===== src/rtl/debug_reg_dumper.sv =====
// Debug register dumper: reads every register through the debug read port and streams
// its bytes LSB-first over a valid/ready byte interface. DEBUG_REG_DUMPER_CHECKSUM_EN appends an XOR byte.
module debug_reg_dumper #(
    parameter int unsigned NB_DATA  = 32,
    parameter int unsigned NB_REG   = 5,
    parameter int unsigned SIZE_REG = 32,
    parameter int unsigned NB_BYTE  = 8
) (
    input  logic               i_clk,
    input  logic               i_reset,
    input  logic               i_start,
    output logic [NB_REG-1:0]  o_address_read_debug,
    input  logic [NB_DATA-1:0] i_data_read_debug,
    output logic [NB_BYTE-1:0] o_tx_data,
    output logic               o_tx_valid,
    input  logic               i_tx_ready,
    output logic               o_busy,
    output logic               o_done
);

    localparam int unsigned NB_WORD_BYTES = NB_DATA / NB_BYTE;
    localparam int unsigned NB_CNT        = $clog2(NB_WORD_BYTES + 1);
    localparam logic [NB_CNT-1:0] LAST_BYTE = NB_CNT'(NB_WORD_BYTES - 1);
    localparam logic [NB_REG-1:0] LAST_REG  = NB_REG'(SIZE_REG - 1);

    typedef enum logic [2:0] {
        StIdle,
        StRead,
        StSend,
`ifdef DEBUG_REG_DUMPER_CHECKSUM_EN
        StCksum,
`endif
        StDone
    } state_e;

    state_e             state_q;
    logic [NB_REG-1:0]  addr_q;
    logic [NB_DATA-1:0] shift_q;
    logic [NB_CNT-1:0]  cnt_q;
    logic               valid_q;
    logic               busy_q;
    logic               done_q;
`ifdef DEBUG_REG_DUMPER_CHECKSUM_EN
    logic [NB_BYTE-1:0] cksum_q;
`endif

    logic [NB_BYTE-1:0] tx_byte;
    assign tx_byte = shift_q[NB_BYTE-1:0];

    always_ff @(posedge i_clk or posedge i_reset) begin
        if (i_reset) begin
            state_q <= StIdle;
            addr_q  <= '0;
            shift_q <= '0;
            cnt_q   <= '0;
            valid_q <= 1'b0;
            busy_q  <= 1'b0;
            done_q  <= 1'b0;
`ifdef DEBUG_REG_DUMPER_CHECKSUM_EN
            cksum_q <= '0;
`endif
        end else begin
            done_q <= 1'b0;
            case (state_q)
                StIdle: begin
                    if (i_start) begin
                        state_q <= StRead;
                        addr_q  <= '0;
                        busy_q  <= 1'b1;
`ifdef DEBUG_REG_DUMPER_CHECKSUM_EN
                        cksum_q <= '0;
`endif
                    end
                end
                StRead: begin
                    // Each word is sampled exactly once, here.
                    shift_q <= i_data_read_debug;
                    cnt_q   <= '0;
                    valid_q <= 1'b1;
                    state_q <= StSend;
                end
                StSend: begin
                    if (i_tx_ready) begin
                        shift_q <= shift_q >> NB_BYTE;
                        cnt_q   <= cnt_q + NB_CNT'(1);
`ifdef DEBUG_REG_DUMPER_CHECKSUM_EN
                        cksum_q <= cksum_q ^ tx_byte;
`endif
                        if (cnt_q == LAST_BYTE) begin
                            valid_q <= 1'b0;
                            if (addr_q == LAST_REG) begin
`ifdef DEBUG_REG_DUMPER_CHECKSUM_EN
                                // Checksum rides out through the shift register's low byte.
                                shift_q <= NB_DATA'(cksum_q ^ tx_byte);
                                valid_q <= 1'b1;
                                state_q <= StCksum;
`else
                                done_q  <= 1'b1;
                                state_q <= StDone;
`endif
                            end else begin
                                addr_q  <= addr_q + NB_REG'(1);
                                state_q <= StRead;
                            end
                        end
                    end
                end
`ifdef DEBUG_REG_DUMPER_CHECKSUM_EN
                StCksum: begin
                    if (i_tx_ready) begin
                        valid_q <= 1'b0;
                        done_q  <= 1'b1;
                        state_q <= StDone;
                    end
                end
`endif
                StDone: begin
                    busy_q  <= 1'b0;
                    state_q <= StIdle;
                end
                default: begin
                    valid_q <= 1'b0;
                    busy_q  <= 1'b0;
                    state_q <= StIdle;
                end
            endcase
        end
    end

    assign o_address_read_debug = addr_q;
    assign o_tx_data            = tx_byte;
    assign o_tx_valid           = valid_q;
    assign o_busy               = busy_q;
    assign o_done               = done_q;

endmodule


===== config.mk =====
export PLATFORM = sky130hd
export DESIGN_NAME = debug_reg_dumper
export DESIGN_NICKNAME = d
export VERILOG_FILES = /design/src/rtl/debug_reg_dumper.sv
export SDC_FILE = /design/constraint.sdc
export NUM_CORES = 1
export LEC_CHECK = 0
export CAP_MARGIN = 0
export CORE_ASPECT_RATIO = 0.6
export CORE_MARGIN = 5
export CORE_UTILIZATION = 45
export CTS_BUF_LIST = sky130_fd_sc_hd__clkbuf_4 sky130_fd_sc_hd__clkbuf_8 sky130_fd_sc_hd__clkbuf_16
export DETAILED_ROUTE_END_ITERATION = 8
export MAX_ROUTING_LAYER = met4
export PLACE_DENSITY = 0.76
export SLEW_MARGIN = 10
export SYNTH_ARGS = -nofsm -noshare
export SYNTH_HDL_FRONTEND = slang
export SYNTH_SLANG_ARGS = --single-unit

===== constraint.sdc =====
create_clock -name i_clk -period 1.9 [get_ports i_clk]
set_clock_uncertainty 0.1 [all_clocks]
set_input_delay 0.38 -clock i_clk [delete_from_list [all_inputs] [get_ports i_clk]]
set_output_delay 0.38 -clock i_clk [all_outputs]
set_load 0.02 [all_outputs]

==> qor.json, run 1 <==
{
  "floorplanning": {
    "die-area_sq_mm": 0.00668,
    "core_sq_mm": 0.00500,
    "fp.dieH_um": 65.3,
    "io-pin-count": 52,
    "fp.dieW_um": 102,
    "row_count": 20,
    "start_util": 0.459
  },
  "route": {
    "via_count": 1816,
    "total_detailed_routing_wirelength_um": 5130,
    "drt_drc_violations_left": 0,
    "wl_per_cell_um": 14.5,
    "first_iter_violations": 69,
    "drt-pass1-iter-count": 4,
    "vias_per_cell": 5.14,
    "drt.antenna.violating_nets": 0
  },
  "sta": {
    "clock.fmax_mhz": 529,
    "worst-slew-pin-transition_ns": 0.240,
    "finalCriticalPeriod_ns": 1.89,
    "number_of_pins_with_negative_max_slew_slack_in_the_final_report": 0,
    "post-route-period-util": 0.994,
    "timing.hold.ws_ns": 0.339,
    "timing.final.setup_violations": 0,
    "setup_tns_ns": 0,
    "finalHoldViolCount": 0,
    "timing.slew.headroom": 0.838,
    "unrepaired_setup_endpoints_after_global_routing": "true"
  },
  "grt": {
    "grt_pass1_vias": 1786,
    "global_route.usage.met3": 0.0382,
    "grt-busiest-layer": "met2",
    "global_route.usage.met1": 0.236,
    "grt_overflow": 0,
    "pin_count_of_the_biggest_net_entering_global_routing": 46,
    "grt_antenna_before_repair": 0,
    "grt_util_all_layers": 0.167,
    "m2_gr_usage": 0.249,
    "first_pass_grt_wire_length_um": 8470
  },
  "placement": {
    "io_buffer_count": 51,
    "place.detailed.hpwl_um": 3800,
    "place_inst": 345,
    "gp_congestion": 0.809
  },
  "critical_path": {
    "crit_path_max_fanout": 4,
    "r2r_start": "o_address_read_debug[0]$_DFFE_PP0P_",
    "worst_setup_path_start_kind": "register",
    "critPathArrivalTime_ns": 1.97,
    "crit_required_ns": 1.98,
    "critical_path.cell_chain": "ha_4, and3_4, ha_4, nand2_2, or3b_4, mux2_4",
    "regToRegSetupSlack_ns": 0.01,
    "cp_num_cells": 6,
    "critical_path.n_buffers_inverters": 0,
    "setup.worst_path.start": "o_address_read_debug[0]$_DFFE_PP0P_",
    "critical-path-top-cell-by-count": "sky130_fd_sc_hd__ha_4",
    "r2r.worst_path.cells": 6,
    "worstSetupEndpoint": "o_address_read_debug[0]$_DFFE_PP0P_",
    "setup.worst_path.class": "reg -> reg",
    "reg2reg_to": "o_address_read_debug[0]$_DFFE_PP0P_",
    "path_delay_family": "simple AND/OR/NAND/NOR gates",
    "critical-path-slowest-cell": "sky130_fd_sc_hd__dfrtp_2",
    "crit_path_max_incr_delay_ns": 0.43,
    "setup.worst_path.end_class": "register"
  },
  "cts": {
    "cts_tree": "done",
    "clock_path_buffers": 2,
    "post_cts_setup_repair_bufs": 0,
    "source_to_sink_clock_delay_at_the_later_pin_of_the_worst_skew_pair_ns": 0.29,
    "cts_inserted_buffers": 5,
    "clk_root_buffer_cell": "sky130_fd_sc_hd__clkbuf_8",
    "cts_htree_levels": 2,
    "tritoncts_num_sinks": 45,
    "clock_transition_at_the_register_clock_pins_on_the_worst_setup_and_hold_paths_after_cts_ns": 0.09
  },
  "outcome": {
    "run_status": "finished clean"
  },
  "logic_synthesis": {
    "netlist-cell-type-count": 33,
    "synth-async-reset-ratio": 1.00,
    "post-synth-top-area-cell": "sky130_fd_sc_hd__dfrtp_1",
    "post_synth_instance_area_sq_mm": 0.00230,
    "synth_largest_type_area_fraction": 0.490,
    "synthesis.instances": 230,
    "post_synth_edffs": 0,
    "synthFlopType": "sky130_fd_sc_hd__dfrtp_1",
    "ys_top_cells_by_area": "sky130_fd_sc_hd__dfrtp_1, sky130_fd_sc_hd__mux2i_1, sky130_fd_sc_hd__nand2_1, sky130_fd_sc_hd__o21ai_0, sky130_fd_sc_hd__ha_1",
    "ys_top_cells_by_count": "sky130_fd_sc_hd__dfrtp_1, sky130_fd_sc_hd__nand2_1, sky130_fd_sc_hd__o21ai_0",
    "synth.ff_latch_count": 45,
    "synth_sequential_area_ratio": 0.490,
    "syn-num-nets": 275,
    "syn_area_per_cell_sq_um": 9.98,
    "yosys.cell_count.top_type": "sky130_fd_sc_hd__dfrtp_1",
    "synthesis.yosys.warnings": 0
  },
  "pwr": {
    "p_per_area_mw_per_mm2": 1450,
    "cellLeakagePower_nw": 1.39,
    "finalPower_mw": 4.55,
    "ir_worst_vdd_mv": 0.474
  },
  "layout": {
    "layout.nets": 331,
    "layoutNonFillerInstCount": 353,
    "flow.area_growth_from_synthesis_pct": 36.1,
    "antenna_cells_inserted": 0,
    "drive_above_1_share": 0.150
  },
  "flow_run": {
    "max-cap-violations": 0
  },
  "worst_hold_path": {
    "worst_hold_path_type": "in -> async"
  }
}
layout make-up:
class / count / area [sq um]
timing repair buffer: 71 / 709
sequential: 45 / 1130
clock buffer: 7 / 96.3
inverter: 8 / 31.3
fill: 424 / 1880
tap: 66 / 82.6
clock inverter: 1 / 5.00
multi-input combinational: 155 / 1070
state kept, by name, indices dropped and copies added (netlist names):
name / count
o_address_read_debug: 5
shift_q: 32
state_q: 2
o_tx_valid: 1
cnt_q: 3
o_done: 1
o_busy: 1
worst min path at each step:
stage / cells past startpoint / slack (ns) / endpoint
after floorplan: 2 / 0.35 / shift_q[10]$_DFFE_PP0P_
after global routing: 3 / 0.37 / shift_q[22]$_DFFE_PP0P_
after CTS: 3 / 0.35 / shift_q[22]$_DFFE_PP0P_
after detailed placement: 2 / 0.37 / shift_q[6]$_DFFE_PP0P_
after global placement: 2 / 0.36 / shift_q[6]$_DFFE_PP0P_
final: 3 / 0.34 / shift_q[7]$_DFFE_PP0P_
power by group:
part | internal (mW) | switching (mW)
Clock | 0.329 | 0.315
Sequential | 1.38 | 0.242
Combinational | 1.10 | 1.18
layout by cell type (no fill, tap or decap), types with 3 or more instances in the layout:
cell / Yosys / routed
sky130_fd_sc_hd__ha_1: 9 / 6
sky130_fd_sc_hd__buf_12: 0 / 3
sky130_fd_sc_hd__ha_4: 0 / 3
sky130_fd_sc_hd__dfrtp_2: 0 / 3
sky130_fd_sc_hd__nand2_1: 40 / 39
sky130_fd_sc_hd__nor2_1: 11 / 11
sky130_fd_sc_hd__dfrtp_1: 45 / 42
sky130_fd_sc_hd__mux2i_1: 27 / 27
sky130_fd_sc_hd__clkbuf_8: 0 / 7
sky130_fd_sc_hd__a21boi_0: 5 / 5
sky130_fd_sc_hd__dlymetal6s2s_1: 0 / 3
sky130_fd_sc_hd__o31ai_1: 3 / 3
sky130_fd_sc_hd__o221ai_1: 3 / 3
sky130_fd_sc_hd__buf_4: 8 / 16
sky130_fd_sc_hd__o21ai_0: 30 / 30
sky130_fd_sc_hd__clkdlybuf4s50_1: 0 / 48
sky130_fd_sc_hd__inv_1: 7 / 6
sky130_fd_sc_hd__o22ai_1: 6 / 6
worst min-delay path: stages:
cell                              delay [ns]
sky130_fd_sc_hd__clkdlybuf4s50_1        0.41
sky130_fd_sc_hd__inv_2                  0.08
sky130_fd_sc_hd__buf_12                 0.24
cell families (layout without fill, tap and decap cells):
kind of cell | count (synthesis) | after routing | share of synthesized area
AO/OA/AOI/OAI | 55 | 55 | 0.147
XOR/XNOR | 1 | 1 | 0.00382
adder cells (fa/ha/maj) | 9 | 9 | 0.0490
buffers and inverters | 30 | 87 | 0.0687
flip-flops | 45 | 45 | 0.490
multiplexers | 29 | 29 | 0.129
AND/OR/NAND/NOR | 61 | 61 | 0.112
layer usage:
layer | vias to the layer above | share of wire | wire length, um
met5 | - | 0 | 0
met2 | 46 | 0.44 | 2240
met1 | 858 | 0.51 | 2600
met3 | 7 | 0.048 | 246
met4 | 0 | 0.0072 | 37
li1 | 905 | - | -
per-stage QoR:
step                      utilization  cell area (sq um)  setup WS, ns
after floorplan                     -               2320       -0.0453
after global placement          0.598               2990       -0.0908
after detailed placement        0.598               2990        -0.111
after CTS                       0.618               3090       0.00941
after global routing            0.625               3130       -0.0350
final                           0.625               3130        0.0108
what timing repair did:
item / CTS / global route
gates resized for setup: 0 / 7
endpoints found under the setup margin: 0 / 27
hold buffers: 0 / 0
Power figures use the tool's default switching activity.
==> run 2: changes to the inputs <==
--- a/config.mk
+++ b/config.mk
@@ -6,7 +6,6 @@
 export NUM_CORES = 1
 export LEC_CHECK = 0
 export CAP_MARGIN = 0
-export CORE_ASPECT_RATIO = 0.6
 export CORE_MARGIN = 5
 export CORE_UTILIZATION = 45
 export CTS_BUF_LIST = sky130_fd_sc_hd__clkbuf_4 sky130_fd_sc_hd__clkbuf_8 sky130_fd_sc_hd__clkbuf_16
==> qor.json, run 2 (synthesis results as in run 1) <==
{
  "outcome": {
    "run_status": "finished clean"
  },
  "layout": {
    "drive_above_1_share": {"value": 0.153, "change": "+0.00348"},
    "largest_reg_flops": {"value": 32, "change": "unchanged"},
    "flow.area_growth_from_synthesis_pct": 36.9,
    "layout.nets": {"value": 331, "change": "unchanged"},
    "antenna_cells_inserted": {"value": 0, "change": "unchanged"},
    "final_cell_mix": "sky130_fd_sc_hd__clkdlybuf4s50_1, sky130_fd_sc_hd__dfrtp_1, sky130_fd_sc_hd__nand2_1, sky130_fd_sc_hd__o21ai_0, sky130_fd_sc_hd__mux2i_1",
    "layout.cells.most_common": "sky130_fd_sc_hd__clkdlybuf4s50_1",
    "finalInstanceArea": {"value": 0.00314, "unit": "sq mm", "change": "+0.56%"},
    "most_flops_register": "shift_q"
  },
  "critical_path": {
    "critical_path.n_buffers_inverters": {"value": 0, "change": "unchanged"},
    "crit_path_max_fanout": {"value": 4, "change": "unchanged"},
    "crit_required": {"value": 1.98, "unit": "ns", "change": "about the same"},
    "setup.worst_path.end_class": "register",
    "path_delay_family": "simple AND/OR/NAND/NOR gates",
    "critPathArrivalTime": {"value": 1.97, "unit": "ns", "change": "about the same"},
    "crit_path_max_incr_delay": {"value": 0.43, "unit": "ns", "change": "about the same"},
    "regToRegSetupSlack": {"value": 0.009, "unit": "ns", "change": "about the same"},
    "critical-path-top-cell-by-count": "sky130_fd_sc_hd__ha_4",
    "worst_setup_path_start_kind": "register",
    "critical_path.cell_chain": "ha_4, and3_4, ha_4, nand2_2, or3b_4, mux2_4",
    "setup.worst_path.class": "reg -> reg",
    "critical-path-slowest-cell": "sky130_fd_sc_hd__dfrtp_2"
  },
  "pwr": {
    "ir_worst_vdd": {"value": 0.892, "unit": "mV", "change": "+88%"},
    "finalPower": {"value": 4.56, "unit": "mW", "change": "+0.32%"},
    "p_per_area": {"value": 1450, "unit": "mW/mm^2", "change": "-0.23%"},
    "cellLeakagePower": {"value": 1.41, "unit": "nW", "change": "+1.4%"}
  },
  "floorplanning": {
    "start_util": {"value": 0.455, "change": "-0.00342"},
    "fp.dieW": {"value": 81.4, "unit": "um", "change": "-20%"},
    "row_count": {"value": 26, "change": "+30%"},
    "io-pin-count": {"value": 52, "change": "unchanged"},
    "die-area": {"value": 0.00663, "unit": "sq mm", "change": "-0.70%"},
    "core": {"value": 0.00504, "unit": "sq mm", "change": "+0.75%"},
    "fp.dieH": {"value": 81.4, "unit": "um", "change": "+25%"}
  },
  "sta": {
    "finalHoldViolCount": {"value": 0, "change": "unchanged"},
    "worst-slew-pin-transition": {"value": 0.295, "unit": "ns", "change": "+0.0546 ns"},
    "setup_tns": {"value": 0, "unit": "ns", "change": "unchanged"},
    "timing.final.setup_violations": {"value": 0, "change": "unchanged"},
    "timing.slew.headroom": {"value": 0.803, "change": "-0.0354"},
    "number_of_pins_with_negative_max_slew_slack_in_the_final_report": {"value": 0, "change": "unchanged"},
    "unrepaired_setup_endpoints_after_global_routing": "true",
    "finalCriticalPeriod": {"value": 1.89, "unit": "ns", "change": "+0.00142 ns"},
    "post-route-period-util": {"value": 0.995, "change": "about the same"},
    "clock.fmax": {"value": 529, "unit": "MHz", "change": "about the same"},
    "timing.hold.ws": {"value": 0.320, "unit": "ns", "change": "-0.0182 ns"}
  },
  "cts": {
    "clock_transition_at_the_register_clock_pins_on_the_worst_setup_and_hold_paths_after_cts": {"value": 0.09, "unit": "ns", "change": "about the same"},
    "cts_htree_levels": {"value": 2, "change": "unchanged"},
    "clock_path_buffers": {"value": 2, "change": "unchanged"},
    "cts_tree": "done",
    "tritoncts_num_sinks": {"value": 45, "change": "unchanged"},
    "cts_inserted_buffers": {"value": 5, "change": "unchanged"},
    "source_to_sink_clock_delay_at_the_later_pin_of_the_worst_skew_pair": {"value": 0.30, "unit": "ns", "change": "about the same"},
    "clk_root_buffer_cell": "sky130_fd_sc_hd__clkbuf_8",
    "postCtsHoldBufs": {"value": 0, "change": "unchanged"}
  },
  "grt": {
    "grt_pass1_vias": {"value": 1819, "change": "+1.8%"},
    "grt_antenna_before_repair": {"value": 0, "change": "unchanged"},
    "first_pass_grt_wire_length": {"value": 8370, "unit": "um", "change": "-1.2%"},
    "grt_util_all_layers": {"value": 0.169, "change": "+0.00126"},
    "pin_count_of_the_biggest_net_entering_global_routing": {"value": 46, "change": "unchanged"},
    "grt_overflow": {"value": 0, "change": "unchanged"}
  },
  "worst_hold_path": {
    "worst_hold_path_type": "in -> async"
  },
  "route": {
    "total_detailed_routing_wirelength": {"value": 5120, "unit": "um", "change": "-0.25%"},
    "vias_per_cell": {"value": 5.05, "change": "-1.9%"},
    "drt.antenna.violating_nets": {"value": 0, "change": "unchanged"},
    "drt_drc_violations_left": {"value": 0, "change": "unchanged"},
    "first_iter_violations": {"value": 56, "change": "-19%"},
    "via_count": {"value": 1802, "change": "-0.77%"},
    "wl_per_cell": {"value": 14.3, "unit": "um", "change": "-1.4%"},
    "drt-pass1-iter-count": {"value": 4, "change": "unchanged"}
  },
  "placement": {
    "io_buffer_count": {"value": 51, "change": "unchanged"},
    "gp_congestion": {"value": 0.771, "change": "-4.6%"},
    "place_area": {"value": 0.00295, "unit": "sq mm", "change": "-1.5%"},
    "place.detailed.hpwl": {"value": 3610, "unit": "um", "change": "-5.1%"}
  },
  "flow_run": {
    "max-cap-violations": {"value": 0, "change": "unchanged"}
  }
}
## run 2: changes by cell type in the layout (fill, tap and decap cells not counted), sizes merged
cell           delta
buf               -1
clkinv            +1
clkdlybuf4s50     -1
dlymetal6s2s      +1
## run 2: area by class of cell
type	instances	area, sq um
fill	428	1900
timing repair buffer	71	724
inverter	8	31.3
sequential	45	1130
clock buffer	6	82.6
tap	70	87.6
clock inverter	2	13.8
multi-input combinational	155	1070
## run 2: through the flow
| step | cells | setup slack, ns | util |
|---|---|---|---|
| global route | 357 | -0.0284 | 0.623 |
| floorplan | 230 | -0.0453 | - |
| global placement | 344 | -0.0766 | 0.584 |
| CTS | 353 | 0.00716 | 0.605 |
| finish | 357 | 0.00941 | 0.623 |
| detailed placement | 344 | -0.115 | 0.584 |
## run 2: where the power goes
group | switching [mW] | internal (mW) | total [mW]
Clock | 0.337 | 0.295 | 0.632
Combinational | 1.19 | 1.13 | 2.31
Sequential | 0.237 | 1.38 | 1.62
## run 2: worst min-delay path: cells and delay by family
kind     cells  cell delay (ns)
buf+inv      3             0.72
## run 2: path summary, 6_finish.rpt
path	startpoint	end	cells after the start
hold / removal	i_reset	shift_q[5]$_DFFE_PP0P_	3
setup reg to reg	o_address_read_debug[1]$_DFFE_PP0P_	o_address_read_debug[0]$_DFFE_PP0P_	6
max in group asynchronous	i_reset	o_address_read_debug[1]$_DFFE_PP0P_	3
hold reg to reg	shift_q[3]$_DFFE_PP0P_	shift_q[3]$_DFFE_PP0P_	2
min in group i_clk	shift_q[3]$_DFFE_PP0P_	shift_q[3]$_DFFE_PP0P_	2
setup / recovery	o_address_read_debug[1]$_DFFE_PP0P_	o_address_read_debug[0]$_DFFE_PP0P_	6
## run 2: timing repair
action / 4_1_cts / 5_1_grt
setup buffers: 1 / 3
endpoints found under the setup margin: 1 / 29
cloned: 0 / 1
gates resized for setup: 0 / 11
## run 2: routing by layer
metal	wire, um	GRT usage	vias up
met5	0	-	-
met4	70	0.0557	0
met3	231	0.0329	5
met2	2530	0.274	41
met1	2280	0.211	855
li1	-	-	901
==> run 3: changes to the inputs <==
--- a/config.mk
+++ b/config.mk
@@ -12,6 +12,7 @@
 export DETAILED_ROUTE_END_ITERATION = 8
 export MAX_ROUTING_LAYER = met4
 export PLACE_DENSITY = 0.76
+export SETUP_SLACK_MARGIN = 0.02
 export SLEW_MARGIN = 10
 export SYNTH_ARGS = -nofsm -noshare
 export SYNTH_HDL_FRONTEND = slang
==> qor.json, run 3 (synthesis results as in run 1) <==
{
  "outcome": {
    "run_status": "finished clean"
  },
  "worst_hold_path": {
    "worst_hold_path_type": "in -> async"
  },
  "layout": {
    "final_cell_mix": "sky130_fd_sc_hd__clkdlybuf4s50_1, sky130_fd_sc_hd__dfrtp_1, sky130_fd_sc_hd__nand2_1, sky130_fd_sc_hd__o21ai_0, sky130_fd_sc_hd__mux2i_1",
    "layoutNonFillerInstCount": {"value": 357, "change": "unchanged"},
    "drive_above_1_share": {"value": 0.153, "change": "unchanged"},
    "layout.nets": {"value": 331, "change": "unchanged"},
    "area.sequential": {"value": 0.00113, "unit": "sq mm", "change": "unchanged"},
    "antenna_cells_inserted": {"value": 0, "change": "unchanged"},
    "flow.area_growth_from_synthesis_pct": 36.6,
    "multi_input_area": {"value": 0.00107, "unit": "sq mm", "change": "unchanged"},
    "largest_reg_flops": {"value": 32, "change": "unchanged"},
    "nFillCells": {"value": 430, "change": "+0.47%"},
    "most_flops_register": "shift_q",
    "layout.cells.most_common": "sky130_fd_sc_hd__clkdlybuf4s50_1"
  },
  "sta": {
    "finalCriticalPeriod": {"value": 1.89, "unit": "ns", "change": "-0.0000657 ns"},
    "worst-slew-pin-transition": {"value": 0.295, "unit": "ns", "change": "+0.000000715 ns"},
    "timing.final.setup_violations": {"value": 0, "change": "unchanged"},
    "number_of_pins_with_negative_max_slew_slack_in_the_final_report": {"value": 0, "change": "unchanged"},
    "unrepaired_setup_endpoints_after_global_routing": "true",
    "finalHoldViolCount": {"value": 0, "change": "unchanged"},
    "post-route-period-util": {"value": 0.995, "change": "about the same"},
    "clock.fmax": {"value": 529, "unit": "MHz", "change": "about the same"},
    "timing.slew.headroom": {"value": 0.803, "change": "about the same"}
  },
  "floorplanning": {
    "fp.dieH": {"value": 81.4, "unit": "um", "change": "unchanged"},
    "row_count": {"value": 26, "change": "unchanged"},
    "start_util": {"value": 0.455, "change": "unchanged"},
    "core": {"value": 0.00504, "unit": "sq mm", "change": "unchanged"},
    "die-area": {"value": 0.00663, "unit": "sq mm", "change": "unchanged"},
    "io-pin-count": {"value": 52, "change": "unchanged"},
    "fp.dieW": {"value": 81.4, "unit": "um", "change": "unchanged"}
  },
  "route": {
    "wl_per_cell": {"value": 14.3, "unit": "um", "change": "about the same"},
    "via_count": {"value": 1810, "change": "+0.44%"},
    "drt.antenna.violating_nets": {"value": 0, "change": "unchanged"},
    "first_iter_violations": {"value": 51, "change": "-8.9%"},
    "vias_per_cell": {"value": 5.07, "change": "+0.44%"},
    "total_detailed_routing_wirelength": {"value": 5120, "unit": "um", "change": "about the same"},
    "drt-pass1-iter-count": {"value": 4, "change": "unchanged"},
    "drt_drc_violations_left": {"value": 0, "change": "unchanged"}
  },
  "grt": {
    "grt_overflow": {"value": 0, "change": "unchanged"},
    "first_pass_grt_wire_length": {"value": 8370, "unit": "um", "change": "unchanged"},
    "grt_util_all_layers": {"value": 0.169, "change": "unchanged"},
    "grt_pass1_vias": {"value": 1819, "change": "unchanged"},
    "grt_antenna_before_repair": {"value": 0, "change": "unchanged"},
    "pin_count_of_the_biggest_net_entering_global_routing": {"value": 46, "change": "unchanged"}
  },
  "placement": {
    "io_buffer_count": {"value": 51, "change": "unchanged"},
    "place_inst": {"value": 344, "change": "unchanged"},
    "place.detailed.hpwl": {"value": 3610, "unit": "um", "change": "unchanged"},
    "gp_congestion": {"value": 0.771, "change": "unchanged"}
  },
  "critical_path": {
    "worst_setup_path_start_kind": "register",
    "crit_required": {"value": 1.98, "unit": "ns", "change": "about the same"},
    "setup.worst_path.end_class": "register",
    "r2r.worst_path.cells": {"value": 6, "change": "unchanged"},
    "crit_path_max_fanout": {"value": 4, "change": "unchanged"},
    "setup.worst_path.class": "reg -> reg",
    "critPathArrivalTime": {"value": 1.97, "unit": "ns", "change": "about the same"}
  },
  "cts": {
    "cts_htree_levels": {"value": 2, "change": "unchanged"},
    "clock_path_buffers": {"value": 2, "change": "unchanged"},
    "cts_tree": "done",
    "postCtsHoldBufs": {"value": 0, "change": "unchanged"},
    "clk_root_buffer_cell": "sky130_fd_sc_hd__clkbuf_8",
    "cts_inserted_buffers": {"value": 5, "change": "unchanged"},
    "clock_transition_at_the_register_clock_pins_on_the_worst_setup_and_hold_paths_after_cts": {"value": 0.09, "unit": "ns", "change": "about the same"},
    "source_to_sink_clock_delay_at_the_later_pin_of_the_worst_skew_pair": {"value": 0.30, "unit": "ns", "change": "about the same"},
    "tritoncts_num_sinks": {"value": 45, "change": "unchanged"}
  },
  "pwr": {
    "ir_worst_vdd": {"value": 0.890, "unit": "mV", "change": "-0.23%"},
    "finalPower": {"value": 4.55, "unit": "mW", "change": "-0.29%"},
    "cellLeakagePower": {"value": 1.39, "unit": "nW", "change": "-1.1%"},
    "p_per_area": {"value": 1450, "unit": "mW/mm^2", "change": "about the same"}
  },
  "flow_run": {
    "max-cap-violations": {"value": 0, "change": "unchanged"}
  }
}
==> run 3: cell types whose count changed in the layout (fill, tap and decap cells not counted) <==
cell,previous run,this run
sky130_fd_sc_hd__buf_4,14,15
sky130_fd_sc_hd__dlymetal6s2s_1,4,3
sky130_fd_sc_hd__buf_6,3,2
sky130_fd_sc_hd__dlygate4sd2_1,0,1
==> run 3: worst max-delay path, cell delays in order, from the launching register on <==
cell	delay [ns]
sky130_fd_sc_hd__dfrtp_2	0.43
sky130_fd_sc_hd__ha_4	0.16
sky130_fd_sc_hd__and3_4	0.18
sky130_fd_sc_hd__ha_4	0.17
sky130_fd_sc_hd__nand2_2	0.06
sky130_fd_sc_hd__or3b_4	0.38
sky130_fd_sc_hd__mux2_4	0.30
==> run 3: final cells by class <==
| cell class | count | area share |
|---|---|---|
| Tap cell | 70 | 0.0279 |
| Clock inverter | 2 | 0.00439 |
| Timing Repair Buffer | 71 | 0.229 |
| Clock buffer | 6 | 0.0263 |
| Inverter | 8 | 0.00998 |
| Multi-Input combinational cell | 155 | 0.342 |
| Sequential cell | 45 | 0.360 |
==> run 3: per-layer routing <==
layer,global-route usage,part of all wire,vias to the layer above
li1,-,-,899
met1,0.211,0.44,858
met2,0.274,0.50,48
met3,0.0329,0.047,5
met4,0.0557,0.014,0
met5,-,0,-
==> run 3: power by group <==
part           total [mW]  switching, mW  internal (mW)
Clock               0.631          0.336          0.295
Combinational        2.30           1.18           1.12
Sequential           1.62          0.236           1.38
==> run 3: final timing paths <==
check,from,endpoint,slack (ns)
setup / recovery,o_address_read_debug[1]$_DFFE_PP0P_,o_address_read_debug[0]$_DFFE_PP0P_,0.009
hold / removal,i_reset,shift_q[5]$_DFFE_PP0P_,0.32
setup reg to reg,o_address_read_debug[1]$_DFFE_PP0P_,o_address_read_debug[0]$_DFFE_PP0P_,0.009
hold reg to reg,shift_q[3]$_DFFE_PP0P_,shift_q[3]$_DFFE_PP0P_,0.38
max in group asynchronous,i_reset,o_address_read_debug[1]$_DFFE_PP0P_,1.14
min in group i_clk,shift_q[3]$_DFFE_PP0P_,shift_q[3]$_DFFE_PP0P_,0.38
==> run 3: through the flow <==
stage          utilization  area [sq um]  worst slack, ns  hold slack, ns  setup TNS, ns
5_1_grt              0.622          3140          -0.0284           0.344        -0.0522
3_5_place_dp         0.584          2950           -0.115           0.369         -0.115
2_1_floorplan            -          2320          -0.0453           0.350        -0.0453
4_1_cts              0.605          3050           0.0107           0.322              0
6_report             0.622          3140          0.00947           0.321              0
3_3_place_gp         0.584          2950          -0.0766           0.360        -0.0766
==> run 3: timing repair <==
action | in CTS | in global routing
buffers inserted | 1 | 3
endpoints found under the setup margin | 3 | 30
gates resized for setup | 2 | 8
cloned | 0 | 1
